[config.mk]
export PLATFORM = sky130hd
export DESIGN_NAME = vta_read_packer
export DESIGN_NICKNAME = d
export VERILOG_FILES = /design/src/rtl/vta_read_packer.sv
export SDC_FILE = /design/constraint.sdc
export NUM_CORES = 1
export LEC_CHECK = 0
export CORE_MARGIN = 5
export CORE_UTILIZATION = 25
export CTS_CLUSTER_SIZE = 24
export DETAILED_ROUTE_END_ITERATION = 7
export PLACE_DENSITY_LB_ADDON = 0.3
export SKIP_LAST_GASP = 1
export SLEW_MARGIN = 10
export SYNTH_ARGS = -nofsm -noshare
export SYNTH_HDL_FRONTEND = slang
export SYNTH_SLANG_ARGS = --single-unit
[constraint.sdc]
create_clock -name clock -period 2.88 [get_ports clock]
set_clock_uncertainty 0.2 [all_clocks]
set_input_delay 0.432 -clock clock [delete_from_list [all_inputs] [get_ports clock]]
set_output_delay 0.432 -clock clock [all_outputs]
set_load 0.05 [all_outputs]
[src/rtl/vta_read_packer.sv]
// vta_read_packer
//
// Feeder for the 128-bit two-port-memory sync queue in the VTA load path.
// It accepts one burst command, then packs consecutive pairs of 64-bit
// read-data beats into 128-bit words. The first beat of a pair lands in
// [63:0] and the second in [127:64]. An odd-length burst ends with a word
// whose upper half is zero. The output side drives the queue's enqueue
// handshake directly. Each accepted beat's last marker is compared with
// the commanded length, and any disagreement raises a sticky error flag.
// Packing always follows the commanded length, never the marker.
//
// Optional feature: define VTA_PACKER_STATS_EN to add io_word_count. It is
// a free-running 32-bit count of output handshakes, cleared only by reset.
//
// Ports:
//   clock, reset       sole clock; synchronous active-high reset
//   io_cmd_ready/valid burst command handshake (ready only when idle)
//   io_cmd_len         beats in burst minus one
//   io_in_ready/valid  read-data beat handshake
//   io_in_bits         64-bit beat
//   io_in_last         source's last-beat marker
//   io_out_ready/valid enqueue handshake toward the queue
//   io_out_bits        packed 128-bit word
//   io_done            one-cycle pulse after the final word of a burst
//   io_err             sticky last-marker mismatch flag
//   io_word_count      (VTA_PACKER_STATS_EN only) output handshake count
module vta_read_packer #(
    parameter int LEN_W = 8
) (
    input  logic             clock,
    input  logic             reset,
    output logic             io_cmd_ready,
    input  logic             io_cmd_valid,
    input  logic [LEN_W-1:0] io_cmd_len,
    output logic             io_in_ready,
    input  logic             io_in_valid,
    input  logic [63:0]      io_in_bits,
    input  logic             io_in_last,
    input  logic             io_out_ready,
    output logic             io_out_valid,
    output logic [127:0]     io_out_bits,
    output logic             io_done,
    output logic             io_err
`ifdef VTA_PACKER_STATS_EN
    ,
    output logic [31:0]      io_word_count
`endif
);

    typedef enum logic [1:0] {
        IDLE  = 2'd0,
        LOW   = 2'd1,
        HIGH  = 2'd2,
        DRAIN = 2'd3
    } state_t;

    state_t           state;
    logic [LEN_W-1:0] rem;       // beats left in the burst, minus one
    logic [63:0]      lo;        // first half of the pair being assembled
    logic [127:0]     out_word;
    logic             out_v;
    logic             done_q;
    logic             err_q;

    logic slot_free;
    logic out_fire;
    logic beat_fire;
    logic rem_zero;

    assign out_fire  = out_v & io_out_ready;
    // The slot can take a new word this cycle if it is empty or being dequeued.
    assign slot_free = ~out_v | io_out_ready;
    assign rem_zero  = (rem == '0);
    assign beat_fire = io_in_valid & io_in_ready;

    assign io_cmd_ready = (state == IDLE);
    assign io_out_valid = out_v;
    assign io_out_bits  = out_word;
    assign io_done      = done_q;
    assign io_err       = err_q;

    // A low-half beat never touches the slot, so it is accepted even under
    // back-pressure. Only word-completing beats wait for a free slot.
    always_comb begin
        io_in_ready = 1'b0;
        case (state)
            LOW:     io_in_ready = rem_zero ? slot_free : 1'b1;
            HIGH:    io_in_ready = slot_free;
            default: io_in_ready = 1'b0;
        endcase
    end

    always_ff @(posedge clock) begin
        if (reset) begin
            state    <= IDLE;
            rem      <= '0;
            lo       <= '0;
            out_word <= '0;
            out_v    <= 1'b0;
            done_q   <= 1'b0;
            err_q    <= 1'b0;
        end else begin
            done_q <= 1'b0;
            // A load below in the same cycle overrides this clear.
            if (out_fire) begin
                out_v <= 1'b0;
            end

            // The beat should carry last exactly when no beats remain after it.
            if (beat_fire && (io_in_last != rem_zero)) begin
                err_q <= 1'b1;
            end

            case (state)
                IDLE: begin
                    if (io_cmd_valid) begin
                        rem   <= io_cmd_len;
                        state <= LOW;
                    end
                end
                LOW: begin
                    if (beat_fire) begin
                        if (!rem_zero) begin
                            lo    <= io_in_bits;
                            rem   <= rem - LEN_W'(1);
                            state <= HIGH;
                        end else begin
                            out_word <= {64'h0, io_in_bits};
                            out_v    <= 1'b1;
                            state    <= DRAIN;
                        end
                    end
                end
                HIGH: begin
                    if (beat_fire) begin
                        out_word <= {io_in_bits, lo};
                        out_v    <= 1'b1;
                        if (rem_zero) begin
                            state <= DRAIN;
                        end else begin
                            rem   <= rem - LEN_W'(1);
                            state <= LOW;
                        end
                    end
                end
                DRAIN: begin
                    if (out_fire) begin
                        done_q <= 1'b1;
                        state  <= IDLE;
                    end
                end
                default: state <= IDLE;
            endcase
        end
    end

`ifdef VTA_PACKER_STATS_EN
    logic [31:0] word_count;

    always_ff @(posedge clock) begin
        if (reset) begin
            word_count <= '0;
        end else if (out_fire) begin
            word_count <= word_count + 32'd1;
        end
    end

    assign io_word_count = word_count;
`endif

endmodule

[Word-level counts from Yosys, hierarchy flattened]
Cells that the tools add are included.
Word-level totals
  bits in registers: 205
  bits in latches: 0
  RAM bits: 0
  memory bits (read-only): 0
  input port bits: 78
  logic and storage cells: 59
  memories kept: 0
Operators by class
  add/sub/neg operators: 1
  multipliers: 0
  div/mod/pow operators: 0
  order comparisons: 0
  equal/unequal tests: 11
  shift-type cells: 0
  mux-type cells: 23
  bitwise gates (word level): 6
  reductions and logical operators: 11
Operators with widths (number)
  128-bit 2-to-1 mux: 3
  128-bit case mux with 2 select lines: 1
  8-bit 2-to-1 mux: 3
  8-bit case mux with 2 select lines: 1
  4-bit AND reduction: 3
  2-bit 2-to-1 mux: 5
  2-bit != test (second input constant): 5
  8-bit logical NOT: 1
  2-bit case mux with 4 select lines: 1
  8-bit by 1-bit subtractor with 8-bit output (second input constant): 1
  1-bit 2-to-1 mux: 7
  2-bit equality test (second input constant): 2
  2-bit by 1-bit != test with 1-bit output (second input constant): 2
  1-bit case mux with 2 select lines: 2
  2-bit nonzero test: 2
  2-bit OR reduction: 2
  1-bit inverter: 3
  3-bit AND reduction: 1
  1-bit bitwise AND: 2
  2-bit by 1-bit equality test with 1-bit output (second input constant): 1
  2-bit logical NOT: 1
  1-bit logical AND: 1
  1-bit != test: 1
  1-bit OR: 1

[Longest topological paths before layout]
Gate-level depths: netlist of run 1.
  depth in word-level cells: 7
  depth in mapped cells: 9
  mapped depth without buffers: 6

[Worst setup path before layout of run 1]
Ideal clock, no wire load.
  path kind: reg2out
  from: reg state[0]
  to: out io_in_ready
  arrival time: 2.367 ns
  data required time: 2.248 ns
  path slack: -0.119 ns
  stages on the path, launching flop included: 6
  path buffers: 1
  path through: dfxtp_1 -> inv_1 -> ha_1 -> clkinv_1 -> clkbuf_1 -> nor3_1
On the way
  longest elaborated chain between the ends: 2
Ends and longest elaborated chain
  from (decl): line 57  | state_t state;
  from (signal assigned): line 95  | state <= IDLE;
  from (signal assigned): line 118  | state <= LOW;
  from (signal assigned): line 126  | state <= HIGH;
  2-bit equality test / 2-bit by 1-bit equality test with 1-bit output (equally long branches): line 86  | case (state)
  1-bit case mux with 2 select lines (*): line 86
  to (decl): line 35  | output logic io_in_ready,
Every way passes the cells marked *; elsewhere a longest branch is shown, timed or not.

[Worst setup path after layout of run 1]
Ends and elaborated chain as after synthesis.

==> results of run 1 <==
==> report_power, final <==
group / internal (W) / switching [W]
Combinational: 0.00132 / 0.00289
Clock: 0.00194 / 0.00122
Sequential: 0.00310 / 0.000179
Total: 0.00636 / 0.00429
==> logic make-up (layout without fill, tap and decap cells) <==
logic type	count (synthesis)	count (layout)	synth area share (%)
buffers and inverters	120	290	6.555
muxes	65	65	7.221
DFF	205	205	45.55
and+or+nand+nor	313	313	16.16
AOI/OAI and AO/OA	357	357	23.72
adders and majority gates	5	5	0.6943
xor gates and xnor gates	1	1	0.09723
==> layout by cell type, fill, tap and decap left out, types with 3 or more instances in the layout <==
cell type                         count
sky130_fd_sc_hd__a211oi_1            65
sky130_fd_sc_hd__clkdlybuf4s50_1    207
sky130_fd_sc_hd__nand2b_1             3
sky130_fd_sc_hd__nor4_1               5
sky130_fd_sc_hd__clkbuf_8             7
sky130_fd_sc_hd__o32ai_1              5
sky130_fd_sc_hd__a31oi_1             65
sky130_fd_sc_hd__nor3_4               3
sky130_fd_sc_hd__a21oi_1            137
sky130_fd_sc_hd__clkinv_2             3
sky130_fd_sc_hd__o41ai_1              4
sky130_fd_sc_hd__mux2i_1             65
sky130_fd_sc_hd__nand2_1            135
sky130_fd_sc_hd__nor3b_1              3
sky130_fd_sc_hd__inv_1                7
sky130_fd_sc_hd__or4_1                3
sky130_fd_sc_hd__nor2_1               8
sky130_fd_sc_hd__dfxtp_1            205
sky130_fd_sc_hd__clkbuf_16           25
sky130_fd_sc_hd__o311a_1              3
sky130_fd_sc_hd__nand3_1            132
sky130_fd_sc_hd__nor2b_1              4
sky130_fd_sc_hd__ha_1                 3
sky130_fd_sc_hd__buf_12               7
sky130_fd_sc_hd__clkbuf_1             3
sky130_fd_sc_hd__buf_4               23
sky130_fd_sc_hd__nor3_1               4
sky130_fd_sc_hd__o21ai_0             66
==> critical path: cells and delay by family (launching register included) <==
family                     cells  cell delay, ps
buffers and inverters          3             450
adders and majority gates      1             450
DFF                            1             410
and+or+nand+nor                1             300
==> what timing repair did <==
action,4_1_cts,5_1_grt
gates resized for setup,6,5
setup endpoints to repair,2,1
pin swaps,0,1
endpoints found under the hold margin,0,0
==> worst max-delay path by stage <==
stage / startpoint / end / slack [ps] / depth (start not counted)
global placement: io_in_valid / state[0]$_SDFFE_PP0P_ / 310 / 6
CTS: rem[0]$_SDFFE_PP0P_ / io_in_ready / -0.8 / 6
floorplan: state[0]$_SDFFE_PP0P_ / io_in_ready / 290 / 5
global route: state[0]$_SDFFE_PP0P_ / io_in_ready / 30 / 6
finish: state[0]$_SDFFE_PP0P_ / io_in_ready / 120 / 5
detailed placement: io_in_valid / state[0]$_SDFFE_PP0P_ / 300 / 6
==> layer usage <==
layer / global-route usage [%] / vias to the layer above / part of all wire, %
li1: - / 4206 / -
met5: 0 / - / 0
met1: 20.56 / 4189 / 45
met3: 2.501 / 39 / 6.0
met4: 3.346 / 0 / 1.6
met2: 25.38 / 252 / 48
==> sequential cells by signal, indices dropped and copies added (netlist names) <==
register      count
state             2
rem               8
io_done           1
io_out_bits     128
io_err            1
io_out_valid      1
lo               64
==> through the flow <==
stage               util, %  total power, W  setup TNS (ps)
floorplan                 -        0.006118               0
global placement      32.39        0.007516               0
detailed placement    32.39        0.007543               0
CTS                   34.77         0.01077         -0.7689
global route          34.80         0.01121               0
finish                34.80         0.01065               0
==> area by class of cell <==
| cell class | instances | area share (%) |
|---|---|---|
| Clock buffer | 35 | 5.923 |
| Inverter | 8 | 0.2628 |
| Clock inverter | 7 | 0.7378 |
| Timing Repair Buffer | 240 | 19.55 |
| Tap cell | 461 | 4.659 |
| Multi-Input combinational cell | 741 | 35.72 |
| Sequential cell | 205 | 33.15 |
==> summary by stage, run 1 <==
Outcome
The run finished with clean final reports.

Floorplan
Measured along the y axis, the die boundary spans 199.8 um. During I/O placement, the number of pins put on the boundary was 211. The initial utilization of the core area, before any placement, comes to 25.33%. The core region is 0.03557 sq mm. The floorplan has 69 rows.

The floorplan die area is 0.03994 sq mm. The width of the chip is 199.8 um.

Finish
The final instance area is 0.01238 sq mm. The number of fill cells is 3711. At the end of the flow, the number of nets in the layout was 1304. Across the whole layout, storage elements account for 0.004104 sq mm.

Cells with a size suffix above 1 make up 7.524% of the layout. The count of inserted antenna diode cells is 0. The area overhead of the layout relative to synthesis is 37.40%. The count of cells in the finished layout, fillers not included, comes to 1697. The multi-input combinational cell area is 0.004422 sq mm.

Timing
Setup violations remaining at the end of the flow were counted as 0. At the pin with the least slew margin, the transition time is 857.9 ps. The period utilization is 95.80%. The shortest clock period the worst path allows after layout is 2759 ps.

The number of failing hold endpoints at the final stage is 0. For this run, the top clock speed supported by timing is 0.3624 GHz. The number of slew-limit violations in the final report is 0. Setup slack on the critical path of the routed design comes to 120.9 ps. The worst hold slack after final layout is 147.2 ps. Setup repair after global routing left no endpoint under its margin. In this run the tightest slew margin relative to its limit is 42.81%.

Yosys
During synthesis, Yosys emitted a total of 0 warnings. Among all flip-flop cells after synthesis, the most frequent one is sky130_fd_sc_hd__dfxtp_1. sky130_fd_sc_hd__dfxtp_1 is the most common cell in the netlist.

After technology mapping, the gate count stands at 1066. For this run, asynchronously set or reset flops after synthesis account for 0%. Dividing the synthesized area by the synthesized cell count gives 8.452 sq um.

After synthesis, the netlist uses 42 different library cells. The number of flops mapped to enable cells by yosys is 0. For this run, the register share of the synthesized area comes to 45.55%. The top cell type's share of synthesized area is 45.55%. In the post-synthesis netlist, the biggest area contributors are sky130_fd_sc_hd__dfxtp_1 46%, sky130_fd_sc_hd__a21oi_1 7.6%, sky130_fd_sc_hd__nand3_1 7.4%.

The synthesized net count is 1149. Synthesis inferred 205 register bits. By count the netlist is led by 205 x sky130_fd_sc_hd__dfxtp_1, 137 x sky130_fd_sc_hd__a21oi_1, 135 x sky130_fd_sc_hd__nand2_1. Summing every instance area after synthesis gives 0.009010 sq mm. The leading area contributor after synthesis is sky130_fd_sc_hd__dfxtp_1.

Setup path
The data required time of the worst path is 2250 ps. The nature of the critical path startpoint is a register. The critical register-to-register path startpoint is state[0]$_SDFFE_PP0P_. The classification of the worst setup path is reg -> out.

The slowest stage of the critical path belongs to the cell sky130_fd_sc_hd__ha_1. The end of the worst register-to-register path is lo[48]$_SDFFE_PP0P_. The setup slack on the worst flop-to-flop path is 250 ps.

The number of cells on the worst reg-to-reg path is 8. Traced cell by cell, the critical path runs through inv_1, ha_1, inv_4, nor3_4, buf_12. The data arrival time of the critical path is 2130 ps. STA classifies the critical path endpoint as a primary output.

The largest single stage delay on the critical path is 450 ps. Along the worst path, the maximum fanout reaches 10.

Global routing
The largest net degree at the start of global routing is 96. The total track usage is 15.12%. The number of global-route vias before repair came to 8399. The remaining global-route overflow is 0. The first global-routing pass estimated 48830 um of wire.

The number of antenna violations at the first check in global routing is 0.

Route
The number of detailed-routing iterations run before antenna repair is 5. Summed over all layers, the routed wires come to 31890 um. In the routed layout, each cell is associated on average with a via count of 5.118. The number of DRC violations after detailed routing is 0.

The detailed router finished its first iteration with 487 violations. The number of vias after detailed routing is 8686. Once detail routing completed, the nets flagged for antenna violations numbered 0. The average wire length per cell after detail routing is 18.79 um.

Clock tree
Post-CTS timing repair inserted 0 buffers for setup. Buffers inserted during clock tree synthesis total 25. The clock passes through at most 3 buffers. CTS built an H-tree with a depth of 1. The tree is rooted in a sky130_fd_sc_hd__clkbuf_16. In this run, post-CTS hold repair placed 0 buffers. The clock edge transition at the registers on the reported setup and hold paths is 60 ps. The clock insertion delay at the later pin of the skew report is 520 ps. The clock sink count is 205.

TritonCTS built the clock tree.

Pwr
For this design the static power due to leakage is 3.696 nW. The total power per unit cell area is 860.2 mW/mm^2. The worst voltage drop across the vdd grid is 0.3665 mV.

Worst hold path
The worst hold path passes through 2 cells. The worst hold endpoint is lo[0]$_SDFFE_PP0P_. The start point of the worst hold path is reset.

The class of the tightest hold or removal check is in -> reg.

Placement
Timing analysis after detailed placement gives a worst setup slack of 303.6 ps. At the end of routability-driven placement, the weighted congestion stood at 0.7535. Counting tap cells, the placed design contains a total of 1655 instances. Detailed placement finished with a half-perimeter wire length of 20090 um. Port buffering added 210 buffers. The post-detailed-placement cell area is 0.01152 sq mm.

Run
Across the run, the number of max-cap violations was 0.
(Power assumes the default switching activity.)
==> run 2, diff against run 1 <==
Settings changed: CORE_UTILIZATION 25 to 50.
==> summary by stage, run 2 (same netlist as run 1, synthesis figures left out) <==
Floorplan
In this run the count of I/O pins placed on the die edge is 211. The height of the die is 144.2 um. The core area is 0.01784 sq mm. The floorplan has 49 rows.

The floorplan die area is 0.02080 sq mm. Once the floorplan was initialized, standard cells occupied 50.50% of the core. The width of the chip is 144.2 um.

Setup path
The worst setup path is captured at a primary output. The data arrival time of the critical path is 2160 ps. Among all stages on the critical path, the largest delay is contributed by sky130_fd_sc_hd__clkdlybuf4s50_1. The setup slack on the worst flop-to-flop path is 190 ps. At the worst endpoint, the required time is 2250 ps. The nature of the critical path startpoint is a register.

On the worst path, the slowest cell contributes a delay of 830 ps. The classification of the worst setup path is reg -> out. In this run the worst path has a maximum fanout of 6.

Traced cell by cell, the critical path runs through inv_1, ha_2, clkdlybuf4s50_1.

Clock tree
In this run, CTS created clock tree buffers numbering 22. TritonCTS built the clock tree. In this run the number of H-tree levels came out at 1. The count of hold buffers inserted by post-cts repair is 0. The count of instances resized after the clock tree is built is 1. CTS saw 205 sinks. The buffer type at the clock tree root is sky130_fd_sc_hd__clkbuf_16. Clock-pin slew was measured on the worst setup and hold paths at 50 ps. Clock latency on the worst-skew pair, taken at its later pin, is 490 ps. The maximum clock insertion buffer count is 3.

The post-CTS setup repair buffer count is 0.

Global routing
Summed over all layers, the global routing overflow is 0. The wire length of the first global-routing pass is 43040 um. The number of antenna violations at the first check in global routing came to 0. The number of global-route vias before repair is 8391. For this run, the total global-route usage over all layers was measured as 24.88%. Entering global routing, the biggest net connects 90 pins.

Finish
The commonest non-fill, non-tap cell in the layout is sky130_fd_sc_hd__clkdlybuf4s50_1. The count of inserted antenna diode cells is 0. In the final layout, the multi-input gates occupy 0.004397 sq mm. The finished layout holds 1458 standard cells, fillers aside. The number of fill cells is 1459. The share of cells above drive strength 1 is 6.672%.

The library cells used most frequently in the layout, excluding fill and tap cells, are 208 x sky130_fd_sc_hd__clkdlybuf4s50_1, 205 x sky130_fd_sc_hd__dfxtp_1, 137 x sky130_fd_sc_hd__a21oi_1. The final net count is 1300. Measured on the finished design, the core utilization comes to 66.92%. The area growth from synthesis to layout is 32.51%. Registers take 0.004104 sq mm. The register with the most flip-flops in the layout has 128 of them.

Pwr
Per report_power, the sequential group accounts for 32.7% of the total. Dividing total power by cell area gives a power density of 840.3 mW/mm^2. The net switching power figure is 0.004018 W.

The proportion of power drawn by combinational gates is 40.5%. Of the total power, the clock network draws 26.8%. Across the VDD grid, the largest voltage drop is 0.6990 mV.

The power after layout is 0.01003 W. The switching power share of the total is 40.04%. In this run the static leakage power is 3.620 nW. Cell internal power was estimated by the tool at 0.006015 W.

Timing
Summed over all failing endpoints, the final setup total negative slack is 0 ps. Setup repair after global routing left no endpoint under its margin. The number of failing hold endpoints at the final stage is 0. The worst path uses 97.07% of the clock period. The shortest clock period the worst path allows after layout is 2796 ps. Derived from the worst setup path, the maximum achievable clock frequency is 0.3577 GHz. At the pin with the least slew margin, the transition time is 829.0 ps.

The number of slew-limit violations in the final report is 0. Setup violations remaining at the end of the flow were counted as 0. The worst slew margin relative to its limit is 44.22%.

Route
The wire length reported by the detailed router is 27000 um. The detailed router placed 8743 vias in this run. In the routed design, unresolved DRC markers number 0. In the final routed layout, each cell accounts on average for 18.52 um. The pre-antenna-repair detailed-routing pass consisted of 5 iterations. Dividing the detail-routed via count by the number of cells gives 5.997. The detailed router finished its first iteration with 673 violations. The antenna violation net count after detailed routing is 0.

Worst hold path
The min-delay analysis places its worst path in the category in -> reg.

Run
Max-cap violations in this run came to 0.

Outcome
The run finished with clean final reports.

Placement
The final weighted congestion in routability-driven placement is 0.8730. The number of cells after detailed placement is 1422. The number of buffers inserted by port buffering is 210. The HPWL after detailed placement is 16870 um.
==> run 2: final timing paths <==
kind                              start                  end  depth (start not counted)
setup / recovery  state[0]$_SDFFE_PP0P_         io_cmd_ready                          3
hold / removal                    reset   lo[0]$_SDFFE_PP0P_                          2
setup reg to reg  state[0]$_SDFFE_PP0P_  rem[0]$_SDFFE_PP0P_                          6
hold reg to reg     io_err$_SDFFE_PP0P_  io_err$_SDFFE_PP0P_                          2
==> run 2: worst max-delay path: cells and delay by family, from the launching register on <==
kind,cells,cell delay (ps)
adders and majority gates,1,290
DFF,1,360
buffers and inverters,2,1030
==> run 2: power groups by stage <==
| stage | Sequential (W) | Combinational (W) | Clock [W] |
|---|---|---|---|
| final | 0.00328 | 0.00406 | 0.00269 |
| after global routing | 0.00331 | 0.00436 | 0.00287 |
| after CTS | 0.00327 | 0.00404 | 0.00272 |
| after global placement | 0.00333 | 0.00398 | 0 |
| after detailed placement | 0.00333 | 0.00401 | 0 |
| after floorplan | 0.00384 | 0.00227 | 0 |
==> run 2: cell type report <==
| cell class | count | area share [%] |
|---|---|---|
| flip-flops and latches | 205 | 34.37 |
| clock buffers | 34 | 5.586 |
| clock inverters | 2 | 0.08384 |
| repair buffers | 239 | 20.47 |
| well taps | 229 | 2.400 |
| multi-input cells | 741 | 36.83 |
| inverters | 8 | 0.2620 |
==> run 2: through the flow <==
step                      hold slack, ps  worst slack, ps  instance area (sq um)
after global routing               177.1            24.44                  11940
after global placement             240.6            290.6                  11250
final                              160.9            84.26                  11940
after CTS                          159.1           0.6160                  11930
after detailed placement           242.5            171.6                  11250
after floorplan                    236.0            292.3                   9015
==> run 2: routing by layer <==
metal	GRT usage (%)	share of wire, %
met5	0	0
met1	32.64	42
met3	4.861	8.2
met4	8.542	2.9
met2	41.23	47
